<file path="config.mk">
export PLATFORM = sky130hd
export DESIGN_NAME = fifo_sync_prog_flat
export DESIGN_NICKNAME = d
export VERILOG_FILES = /design/src/rtl/fifo_sync_prog_if.sv /design/src/rtl/fifo_sync_prog.sv /design/src/flat_wrapper.sv
export SDC_FILE = /design/constraint.sdc
export NUM_CORES = 1
export LEC_CHECK = 0
export CAP_MARGIN = 20
export CORE_UTILIZATION = 45
export DETAILED_ROUTE_END_ITERATION = 7
export GPL_TIMING_DRIVEN = 0
export PLACE_DENSITY = 0.58
export RECOVER_POWER = 100
export SYNTH_ARGS = -nofsm -noshare
export SYNTH_HDL_FRONTEND = slang
export SYNTH_SLANG_ARGS = --single-unit
</file>
<file path="constraint.sdc">
create_clock -name clk -period 3.6 [get_ports clk]
set_input_delay 0.72 -clock clk [delete_from_list [all_inputs] [get_ports clk]]
set_output_delay 0.72 -clock clk [all_outputs]
set_load 0.01 [all_outputs]
</file>
<file path="src/rtl/fifo_sync_prog_if.sv">
// Handshake/status bundle for fifo_sync_prog; the FIFO_PARITY_EN build adds the
// dout_perr/perr_sticky status lines.
interface fifo_sync_prog_if #(
    parameter int DATA_WIDTH = 16,
    parameter int DEPTH      = 32
);
    localparam int CW = $clog2(DEPTH + 1);

    logic                  flush;
    logic                  wr_en;
    logic [DATA_WIDTH-1:0] din;
    logic                  rd_en;
    logic [DATA_WIDTH-1:0] dout;
    logic                  rd_valid;
    logic                  full;
    logic                  empty;
    logic [CW-1:0]         level;
    logic [CW-1:0]         af_thresh;
    logic [CW-1:0]         ae_thresh;
    logic                  almost_full;
    logic                  almost_empty;
    logic                  clr_err;
    logic                  overflow;
    logic                  underflow;
`ifdef FIFO_PARITY_EN
    logic                  dout_perr;
    logic                  perr_sticky;
`endif

    modport master (
        output flush, wr_en, din, rd_en, af_thresh, ae_thresh, clr_err,
        input  dout, rd_valid, full, empty, level, almost_full, almost_empty,
               overflow, underflow
`ifdef FIFO_PARITY_EN
        , input dout_perr, perr_sticky
`endif
    );

    modport slave (
        input  flush, wr_en, din, rd_en, af_thresh, ae_thresh, clr_err,
        output dout, rd_valid, full, empty, level, almost_full, almost_empty,
               overflow, underflow
`ifdef FIFO_PARITY_EN
        , output dout_perr, perr_sticky
`endif
    );
endinterface

</file>
<file path="src/rtl/fifo_sync_prog.sv">
// Single-clock FIFO with standard/FWFT read, programmable almost flags, flush and
// sticky error flags. Define FIFO_PARITY_EN to store and check a per-word parity bit.
module fifo_sync_prog #(
    parameter int DATA_WIDTH = 16,
    parameter int DEPTH      = 32,
    parameter int FWFT       = 0
) (
    input logic             clk,
    input logic             rst,
    fifo_sync_prog_if.slave bus
);
    localparam int CW = $clog2(DEPTH + 1);
    localparam int PW = $clog2(DEPTH);
`ifdef FIFO_PARITY_EN
    localparam int MW = DATA_WIDTH + 1;
`else
    localparam int MW = DATA_WIDTH;
`endif
    localparam logic [PW-1:0] LAST_PTR  = PW'(DEPTH - 1);
    localparam logic [CW-1:0] DEPTH_LVL = CW'(DEPTH);

    logic [MW-1:0]         mem [DEPTH];
    logic [PW-1:0]         wr_ptr_q, wr_ptr_d;
    logic [PW-1:0]         rd_ptr_q, rd_ptr_d;
    logic [CW-1:0]         level_q, level_d;
    logic [DATA_WIDTH-1:0] dout_q, dout_d;
    logic                  rd_valid_q, rd_valid_d;
    logic                  overflow_q, overflow_d;
    logic                  underflow_q, underflow_d;

    logic                  full;
    logic                  wr_fire;
    logic                  rd_take;        // memory word moves into the output register
    logic                  rd_pop;         // a word leaves the FIFO (level decrements)
    logic                  rd_miss;        // read request with nothing readable
    logic                  rd_valid_next;
    logic [MW-1:0]         wr_word;
    logic [MW-1:0]         rd_word;

    assign full    = (level_q == DEPTH_LVL);
    assign wr_fire = bus.wr_en && !full && !bus.flush;
    assign rd_word = mem[rd_ptr_q];

    if (FWFT != 0) begin : g_fwft
        // The output register holds one word, so memory holds level minus rd_valid.
        logic [CW-1:0] mem_count;
        always_comb begin
            mem_count     = level_q - CW'(rd_valid_q);
            rd_pop        = bus.rd_en && rd_valid_q && !bus.flush;
            rd_take       = (!rd_valid_q || rd_pop) && (mem_count != '0) && !bus.flush;
            rd_miss       = bus.rd_en && !rd_valid_q && !bus.flush;
            rd_valid_next = rd_take || (rd_valid_q && !rd_pop && !bus.flush);
        end
        assign bus.empty = !rd_valid_q;
    end else begin : g_std
        always_comb begin
            rd_pop        = bus.rd_en && (level_q != '0) && !bus.flush;
            rd_take       = rd_pop;
            rd_miss       = bus.rd_en && (level_q == '0) && !bus.flush;
            rd_valid_next = rd_pop;
        end
        assign bus.empty = (level_q == '0);
    end

    always_comb begin
        wr_ptr_d    = wr_ptr_q;
        rd_ptr_d    = rd_ptr_q;
        level_d     = level_q;
        dout_d      = dout_q;
        rd_valid_d  = rd_valid_next;
        overflow_d  = (bus.wr_en && full && !bus.flush) || (overflow_q && !bus.clr_err);
        underflow_d = rd_miss || (underflow_q && !bus.clr_err);
        if (bus.flush) begin
            wr_ptr_d = '0;
            rd_ptr_d = '0;
            level_d  = '0;
        end else begin
            if (wr_fire) begin
                wr_ptr_d = (wr_ptr_q == LAST_PTR) ? '0 : wr_ptr_q + PW'(1);
            end
            if (rd_take) begin
                rd_ptr_d = (rd_ptr_q == LAST_PTR) ? '0 : rd_ptr_q + PW'(1);
                dout_d   = rd_word[DATA_WIDTH-1:0];
            end
            if (wr_fire && !rd_pop) begin
                level_d = level_q + CW'(1);
            end else if (!wr_fire && rd_pop) begin
                level_d = level_q - CW'(1);
            end
        end
    end

    // Storage is deliberately left out of reset so it maps onto RAM.
    always_ff @(posedge clk) begin
        if (wr_fire) begin
            mem[wr_ptr_q] <= wr_word;
        end
    end

    always_ff @(posedge clk or posedge rst) begin
        if (rst) begin
            wr_ptr_q    <= '0;
            rd_ptr_q    <= '0;
            level_q     <= '0;
            dout_q      <= '0;
            rd_valid_q  <= 1'b0;
            overflow_q  <= 1'b0;
            underflow_q <= 1'b0;
        end else begin
            wr_ptr_q    <= wr_ptr_d;
            rd_ptr_q    <= rd_ptr_d;
            level_q     <= level_d;
            dout_q      <= dout_d;
            rd_valid_q  <= rd_valid_d;
            overflow_q  <= overflow_d;
            underflow_q <= underflow_d;
        end
    end

`ifdef FIFO_PARITY_EN
    logic perr_q, perr_d;
    logic perr_sticky_q, perr_sticky_d;
    logic rd_bad;

    assign wr_word = {^bus.din, bus.din};
    assign rd_bad  = (^rd_word[DATA_WIDTH-1:0]) != rd_word[DATA_WIDTH];

    always_comb begin
        perr_d        = rd_take ? rd_bad : perr_q;
        perr_sticky_d = (rd_take && rd_bad) || (perr_sticky_q && !bus.clr_err);
    end

    always_ff @(posedge clk or posedge rst) begin
        if (rst) begin
            perr_q        <= 1'b0;
            perr_sticky_q <= 1'b0;
        end else begin
            perr_q        <= perr_d;
            perr_sticky_q <= perr_sticky_d;
        end
    end

    assign bus.dout_perr   = perr_q;
    assign bus.perr_sticky = perr_sticky_q;
`else
    assign wr_word = bus.din;
`endif

    assign bus.dout         = dout_q;
    assign bus.rd_valid     = rd_valid_q;
    assign bus.full         = full;
    assign bus.level        = level_q;
    assign bus.almost_full  = (level_q >= bus.af_thresh);
    assign bus.almost_empty = (level_q <= bus.ae_thresh);
    assign bus.overflow     = overflow_q;
    assign bus.underflow    = underflow_q;
endmodule

</file>
<file path="src/flat_wrapper.sv">
// flat-port wrapper written by rule: the top's interface ports become plain ports
module fifo_sync_prog_flat 
#(
    parameter int DATA_WIDTH = 16,
    parameter int DEPTH      = 32,
    parameter int FWFT       = 0
)
  (clk, rst, bus_flush, bus_wr_en, bus_din, bus_rd_en, bus_af_thresh, bus_ae_thresh, bus_clr_err, bus_dout, bus_rd_valid, bus_full, bus_empty, bus_level, bus_almost_full, bus_almost_empty, bus_overflow, bus_underflow);
  fifo_sync_prog_if #(.DATA_WIDTH(DATA_WIDTH), .DEPTH(DEPTH)) bus_i ();
  input logic clk;
  input logic rst;
  input wire logic [$bits(bus_i.flush)-1:0] bus_flush;
  input wire logic [$bits(bus_i.wr_en)-1:0] bus_wr_en;
  input wire logic [$bits(bus_i.din)-1:0] bus_din;
  input wire logic [$bits(bus_i.rd_en)-1:0] bus_rd_en;
  input wire logic [$bits(bus_i.af_thresh)-1:0] bus_af_thresh;
  input wire logic [$bits(bus_i.ae_thresh)-1:0] bus_ae_thresh;
  input wire logic [$bits(bus_i.clr_err)-1:0] bus_clr_err;
  output wire logic [$bits(bus_i.dout)-1:0] bus_dout;
  output wire logic [$bits(bus_i.rd_valid)-1:0] bus_rd_valid;
  output wire logic [$bits(bus_i.full)-1:0] bus_full;
  output wire logic [$bits(bus_i.empty)-1:0] bus_empty;
  output wire logic [$bits(bus_i.level)-1:0] bus_level;
  output wire logic [$bits(bus_i.almost_full)-1:0] bus_almost_full;
  output wire logic [$bits(bus_i.almost_empty)-1:0] bus_almost_empty;
  output wire logic [$bits(bus_i.overflow)-1:0] bus_overflow;
  output wire logic [$bits(bus_i.underflow)-1:0] bus_underflow;
  assign bus_i.flush = bus_flush;
  assign bus_i.wr_en = bus_wr_en;
  assign bus_i.din = bus_din;
  assign bus_i.rd_en = bus_rd_en;
  assign bus_i.af_thresh = bus_af_thresh;
  assign bus_i.ae_thresh = bus_ae_thresh;
  assign bus_i.clr_err = bus_clr_err;
  assign bus_dout = bus_i.dout;
  assign bus_rd_valid = bus_i.rd_valid;
  assign bus_full = bus_i.full;
  assign bus_empty = bus_i.empty;
  assign bus_level = bus_i.level;
  assign bus_almost_full = bus_i.almost_full;
  assign bus_almost_empty = bus_i.almost_empty;
  assign bus_overflow = bus_i.overflow;
  assign bus_underflow = bus_i.underflow;
  fifo_sync_prog #(.DATA_WIDTH(DATA_WIDTH), .DEPTH(DEPTH), .FWFT(FWFT)) u_core (.clk(clk), .rst(rst), .bus(bus_i));
endmodule
</file>
Word-level counts from Yosys, hierarchy flattened
Memory sizes are Yosys's and may differ from the RTL's. A register that Yosys moved wholly into a read port is not among the register bits.
Cells that the tools add are included.
{"block": "op_classes", "n_addsub": 4, "order_cmp": 2, "eq_ne": 3, "n_mux": 11, "bitwise": 1, "reduce_logical": 25}
{"operator": "5-bit two-way mux", "count": 6}
{"operator": "6-bit two-way mux", "count": 3}
{"operator": "1-bit logical AND", "count": 12}
{"operator": "5-bit by 1-bit adder with 5-bit output, second input constant", "count": 2}
{"operator": "5-bit equality test, second input constant", "count": 2}
{"operator": "6-bit by 1-bit adder with 6-bit output, second input constant", "count": 1}
{"operator": "6-bit equality test, second input constant", "count": 1}
{"operator": "6-bit >= comparator", "count": 1}
{"operator": "6-bit <= comparator", "count": 1}
{"operator": "6-bit zero test", "count": 1}
{"operator": "6-bit nonzero test", "count": 1}
{"operator": "6-bit by 1-bit subtractor with 6-bit output, second input constant", "count": 1}
{"operator": "1-bit zero test", "count": 5}
{"operator": "2-bit nonzero test", "count": 2}
{"operator": "3-bit nonzero test", "count": 1}
{"operator": "1-bit logical OR", "count": 2}
{"operator": "1-bit two-way mux", "count": 2}
{"operator": "2-bit AND reduction", "count": 1}
{"operator": "1-bit NOT", "count": 1}
{"block": "totals", "regBits": 19, "mem_bits_rw": 512, "out_inout_bits": 29, "word_cells": 53, "mem_count": 1}
{"memory": "u_core.mem", "depth": 32, "width": 16, "rd": 1, "rd_ports_with_merged_regs": 1, "write_ports": 1, "line_no": "fifo_sync_prog.sv:22", "text": "logic [MW-1:0] mem [DEPTH];"}

Logic depth before layout (Yosys ltp)
{"block": "depth", "ltp_word": 9, "mapped_depth": 12}

Worst setup path before layout
No wires, ideal clock.
{"block": "synth_path", "path_kind": "register -> register", "start": "register u_core.level_q[0], in the netlist u_core.bus.level[0]", "end": "register u_core.level_q[5], in the netlist u_core.bus.level[5]", "arrival_ns": 2.898, "t_required_ns": 3.474, "path_slack_ns": 0.576, "path_stages_with_launch": 13, "path_cell_list": "dfrtp_1 > nor4_2 > nand3_1 > or2b_1 > buf_4 > nand2_1 > ha_1 > a211oi_1 > o21bai_1 > a21oi_1 > o22ai_1 > a22oi_1 > a21oi_1"}
{"block": "synth_between", "elab_chain_cells": 7, "elab_cells_between_ends": 17, "cone_classes": "add/sub: 2; eq/ne: 1; mux: 3; reduce/logical: 11"}
{"item": "start, declared", "line_no": "fifo_sync_prog.sv:25", "text": "logic [CW-1:0] level_q, level_d;"}
{"item": "start signal, assigned", "line_no": "fifo_sync_prog.sv:112", "text": "level_q <= level_d;"}
{"item": "parallel branches: the longest is 7 deep, another holds 6-bit by 1-bit subtractor with 6-bit output"}
Several ways; the timed one is not identified. The select of a mux whose other input is x is not followed.
A chain may end at the register's enable or synchronous reset.

Worst setup path after layout
{"block": "layout_path", "start": "input port bus_wr_en", "end": "memory u_core.mem[5][8] (netlist bit), enable pin"}
{"block": "layout_between", "elab_chain_cells": 4}
{"item": "start, declared", "line_no": "flat_wrapper.sv:13", "text": "input wire logic [$bits(bus_i.wr_en)-1:0] bus_wr_en;"}
{"item": "1-bit logical AND (2 in series)", "line_no": "fifo_sync_prog.sv:41", "text": "assign wr_fire = bus.wr_en && !full && !bus.flush;"}
{"item": "1-bit two-way mux", "line_no": "fifo_sync_prog.sv:95", "text": "if (wr_fire) begin"}
{"item": "1-bit two-way mux (implied by the code)", "line_no": "fifo_sync_prog.sv:96", "text": "mem[wr_ptr_q] <= wr_word;"}
{"item": "end, declared", "line_no": "fifo_sync_prog.sv:22"}
No other way between the ends.

==> flow_summary.json <==
{
  "htree_levels": 2,
  "rows": 79,
  "cp-end-kind": "register",
  "insertedDiodeCount": 0,
  "grt_remaining_overflow": 0,
  "synthFlopType": "edfxtp_1",
  "critPathMaxStageDelay_ns": 0.67,
  "tightest_slew_ns": 1.85,
  "cts_buffers": 55,
  "path_cells": "clkdlybuf4s50_1 -> nand2b_1 -> a31oi_1 -> nand2_1 -> nor2_1 -> clkbuf_2",
  "r2r_end": "u_core.bus.dout[2]",
  "hold_ws_ns": 0.459,
  "post-route-util": 0.533,
  "violations": "max-capacitance violations, max-slew violations",
  "post-place-ws_ns": -0.458,
  "antenna_found_initial": 0,
  "drtIter0Drc": 1131,
  "drt_pre_antenna_iters": 5,
  "root_buffer": "clkbuf_16",
  "cts_tree": "built",
  "rsz0062_at_grt": "false",
  "holdPathEnd": "u_core.bus.dout[2]",
  "yosys_warnings": 0,
  "viasPerCell": 5.82,
  "critical_path.startpoint_type": "primary input",
  "min_path_cells": 2,
  "io_buffers": 62,
  "drive_gt1_frac": 0.205,
  "start_util": 0.460,
  "final_antenna_net_count": 0,
  "p_total_mw": 15.4,
  "drv_cap": 3,
  "cts.sinks": 547,
  "layout_setup_ws_ns": 0.170,
  "register_area_mm2": 0.0163,
  "grt_pass1_wl_um": 75600,
  "regToRegSetupSlack_ns": 0.20,
  "crit_family": "simple AND/OR/NAND/NOR gates",
  "ir_drop_uv": 380,
  "crit_path_max_fanout": 11,
  "period_needed_ns": 3.43,
  "dr_total_vias": 11100,
  "ios": 63,
  "die_w_um": 221,
  "syn_area_per_cell_um2": 19.8,
  "critPathKind": "in2reg",
  "worstPathRequired_ns": 3.87,
  "totalNegativeSetupSlack_ns": 0,
  "final_max_slew_viol_count": 102,
  "grt_pass1_vias": 11100,
  "syn_area_mm2": 0.0216,
  "holdBufCountCts": 0,
  "fin_area_mm2": 0.0250,
  "reg2reg_from": "u_core.rd_ptr_q[1]",
  "async_flop_share": 0.0640,
  "ys_seq_area_frac": 0.753,
  "detail_route.wl_per_cell_um": 27.2,
  "final_hold_viol_count": 0,
  "syn_nets": 1150,
  "clk_pin_slew_worst_paths_ns": 0.06,
  "grt_usage": 0.216,
  "fillers": 3732,
  "clk_latency_ns": 0.61,
  "synth_seq_cells": 547,
  "synthCells": 1092,
  "synth_edf_count": 512,
  "drt_wl_total_um": 51900,
  "instances_no_fill": 1908,
  "worstHoldStart": "u_core.bus.dout[2]",
  "gp_congestion": 0.895,
  "multi_input_area_mm2": 0.00492,
  "p_leak_nw": 8.11,
  "arrival_ns": 3.70,
  "clock_path_buffers": 3,
  "core_area_mm2": 0.0470,
  "dp_cells": 1800,
  "drc": 0,
  "power_density_mw_per_mm2": 617,
  "die_h_um": 221,
  "dpl_cell_area_mm2": 0.0237,
  "ff2ff_path_depth": 8,
  "hpwlAfterDp_um": 35500,
  "fmax_mhz": 292,
  "synth_cell_types": 46,
  "setup_viol": 0,
  "fin_crit_sh": 0.953,
  "skew_ns": 0.0183,
  "crit_buf_inv": 2,
  "slew_headroom": -0.234,
  "grt_max_degree": 36,
  "status": "finished, violations left",
  "crit_slowest_cell": "nor2_1",
  "die_area_mm2": 0.0488,
  "syn2layout_area_growth_pct": 16.0,
  "hold_path_class": "reg2reg",
  "layout.nets": 1314
}
-- state kept, by name, indices dropped and copies added (netlist names) --
name and count:
u_core.bus.dout 16, u_core.bus.underflow 1, u_core.rd_ptr_q 5, u_core.bus.level 6, u_core.mem 512, u_core.bus.overflow 1, u_core.bus.rd_valid 1, u_core.wr_ptr_q 5
-- placed cells by master (no fill, tap or decap), types with 7 or more instances in the layout --
master,Yosys,routed
dfrtp_1,35,34
clkinv_2,0,11
clkbuf_2,0,18
mux4_2,114,114
a21oi_1,24,22
o22ai_1,31,31
nor2_1,38,33
buf_4,10,10
dlygate4sd3_1,0,42
clkbuf_1,26,54
ha_1,23,23
edfxtp_1,512,512
buf_8,2,12
inv_1,25,24
clkbuf_16,0,57
nand3_1,8,8
buf_2,9,7
nand2_1,46,46
o21ai_0,42,42
nor3_1,15,15
mux2i_1,37,37
buf_6,7,8
o221ai_1,30,30
clkinv_1,0,16
clkdlybuf4s50_1,0,18
nand2b_1,9,9
-- layout make-up --
| class | instances | area share |
|---|---|---|
| Multi-Input combinational cell | 465 | 0.197 |
| Timing Repair Buffer | 107 | 0.0370 |
| Clock buffer | 65 | 0.0582 |
| Inverter | 25 | 0.00375 |
| Sequential cell | 547 | 0.649 |
| Buffer | 55 | 0.0128 |
| Tap cell | 607 | 0.0303 |
| Clock inverter | 37 | 0.0117 |
-- cell usage after synthesis, types with 2 or more instances --
| cell | instances | share of area |
|---|---|---|
| nand3b_1 | 3 | 0.0010 |
| mux2i_1 | 37 | 0.017 |
| nor3b_1 | 2 | 0.00070 |
| buf_6 | 7 | 0.0037 |
| a211oi_1 | 4 | 0.0014 |
| o31ai_1 | 4 | 0.0014 |
| o21ai_0 | 42 | 0.0097 |
| clkbuf_1 | 26 | 0.0045 |
| a21oi_1 | 24 | 0.0056 |
| buf_2 | 9 | 0.0021 |
| mux4_2 | 114 | 0.12 |
| nor2b_1 | 2 | 0.00058 |
| and3_1 | 2 | 0.00058 |
| o22ai_1 | 31 | 0.0090 |
| nor3_1 | 15 | 0.0035 |
| nand2b_1 | 9 | 0.0026 |
| edfxtp_1 | 512 | 0.71 |
| a21o_1 | 6 | 0.0021 |
| nor2_1 | 38 | 0.0066 |
| nand3_1 | 8 | 0.0019 |
| or3b_2 | 2 | 0.00081 |
| or2_2 | 2 | 0.00058 |
| o221ai_1 | 30 | 0.012 |
| dfrtp_1 | 35 | 0.041 |
| buf_4 | 10 | 0.0035 |
| inv_1 | 25 | 0.0043 |
| ha_1 | 23 | 0.013 |
| buf_8 | 2 | 0.0014 |
| a22o_1 | 5 | 0.0020 |
| xor2_1 | 2 | 0.00081 |
| nand2_1 | 46 | 0.0080 |
-- layer usage --
| layer | up-vias | track usage | routed length, um | share of wire |
|---|---|---|---|---|
| met3 | 69 | 0.0328 | 2830 | 0.055 |
| met2 | 338 | 0.320 | 23800 | 0.46 |
| met5 | - | 0 | 0 | 0 |
| li1 | 4819 | - | - | - |
| met1 | 5886 | 0.326 | 23700 | 0.46 |
| met4 | 0 | 0.0758 | 1610 | 0.031 |
-- power breakdown --
| group | total, mW | internal [mW] | switching (mW) |
|---|---|---|---|
| registers | 7.28 | 7.12 | 0.159 |
| logic | 2.63 | 1.22 | 1.40 |
| clock network | 5.54 | 3.17 | 2.36 |
| total | 15.4 | 11.5 | 3.92 |
-- cell families after synthesis --
logic type               Yosys count  share of synthesized area
adder cells (fa/ha/maj)           24                     0.0143
flip-flops                       547                      0.753
AO/OA/AOI/OAI                    152                     0.0462
multiplexers                     152                      0.137
XOR/XNOR                           3                    0.00122
buffers and inverters             80                     0.0197
AND/OR/NAND/NOR                  134                     0.0289
-- timing repair --
action,4_1_cts,5_1_grt
pin swaps,0,1
setup buffers,0,3
setup endpoints to repair,2,2
resized for setup,5,2
-- worst reg2reg max path: cells and delay by family (launching register included) --
family,cells,cell delay [ns]
buf+inv,3,1.68
simple gates,2,0.17
flops,1,0.34
compound gates,2,0.67
mux,1,0.42
-- how the worst max path moves through the flow --
stage | startpoint | endpoint | slack [ns] | cells after the start
after floorplan | u_core.bus.level[0] | u_core.bus.level[5] | 0.58 | 12
after global placement | bus_wr_en | u_core.mem[7][8] | -0.83 | 5
after detailed placement | bus_wr_en | u_core.bus.level[5] | -0.46 | 11
after CTS | u_core.bus.level[0] | bus_almost_full | 0.05 | 9
after global routing | u_core.rd_ptr_q[1] | u_core.bus.dout[2] | 0.02 | 8
final | bus_wr_en | u_core.mem[5][8] | 0.17 | 6
Note: power is estimated with default switching activity, not from simulation.
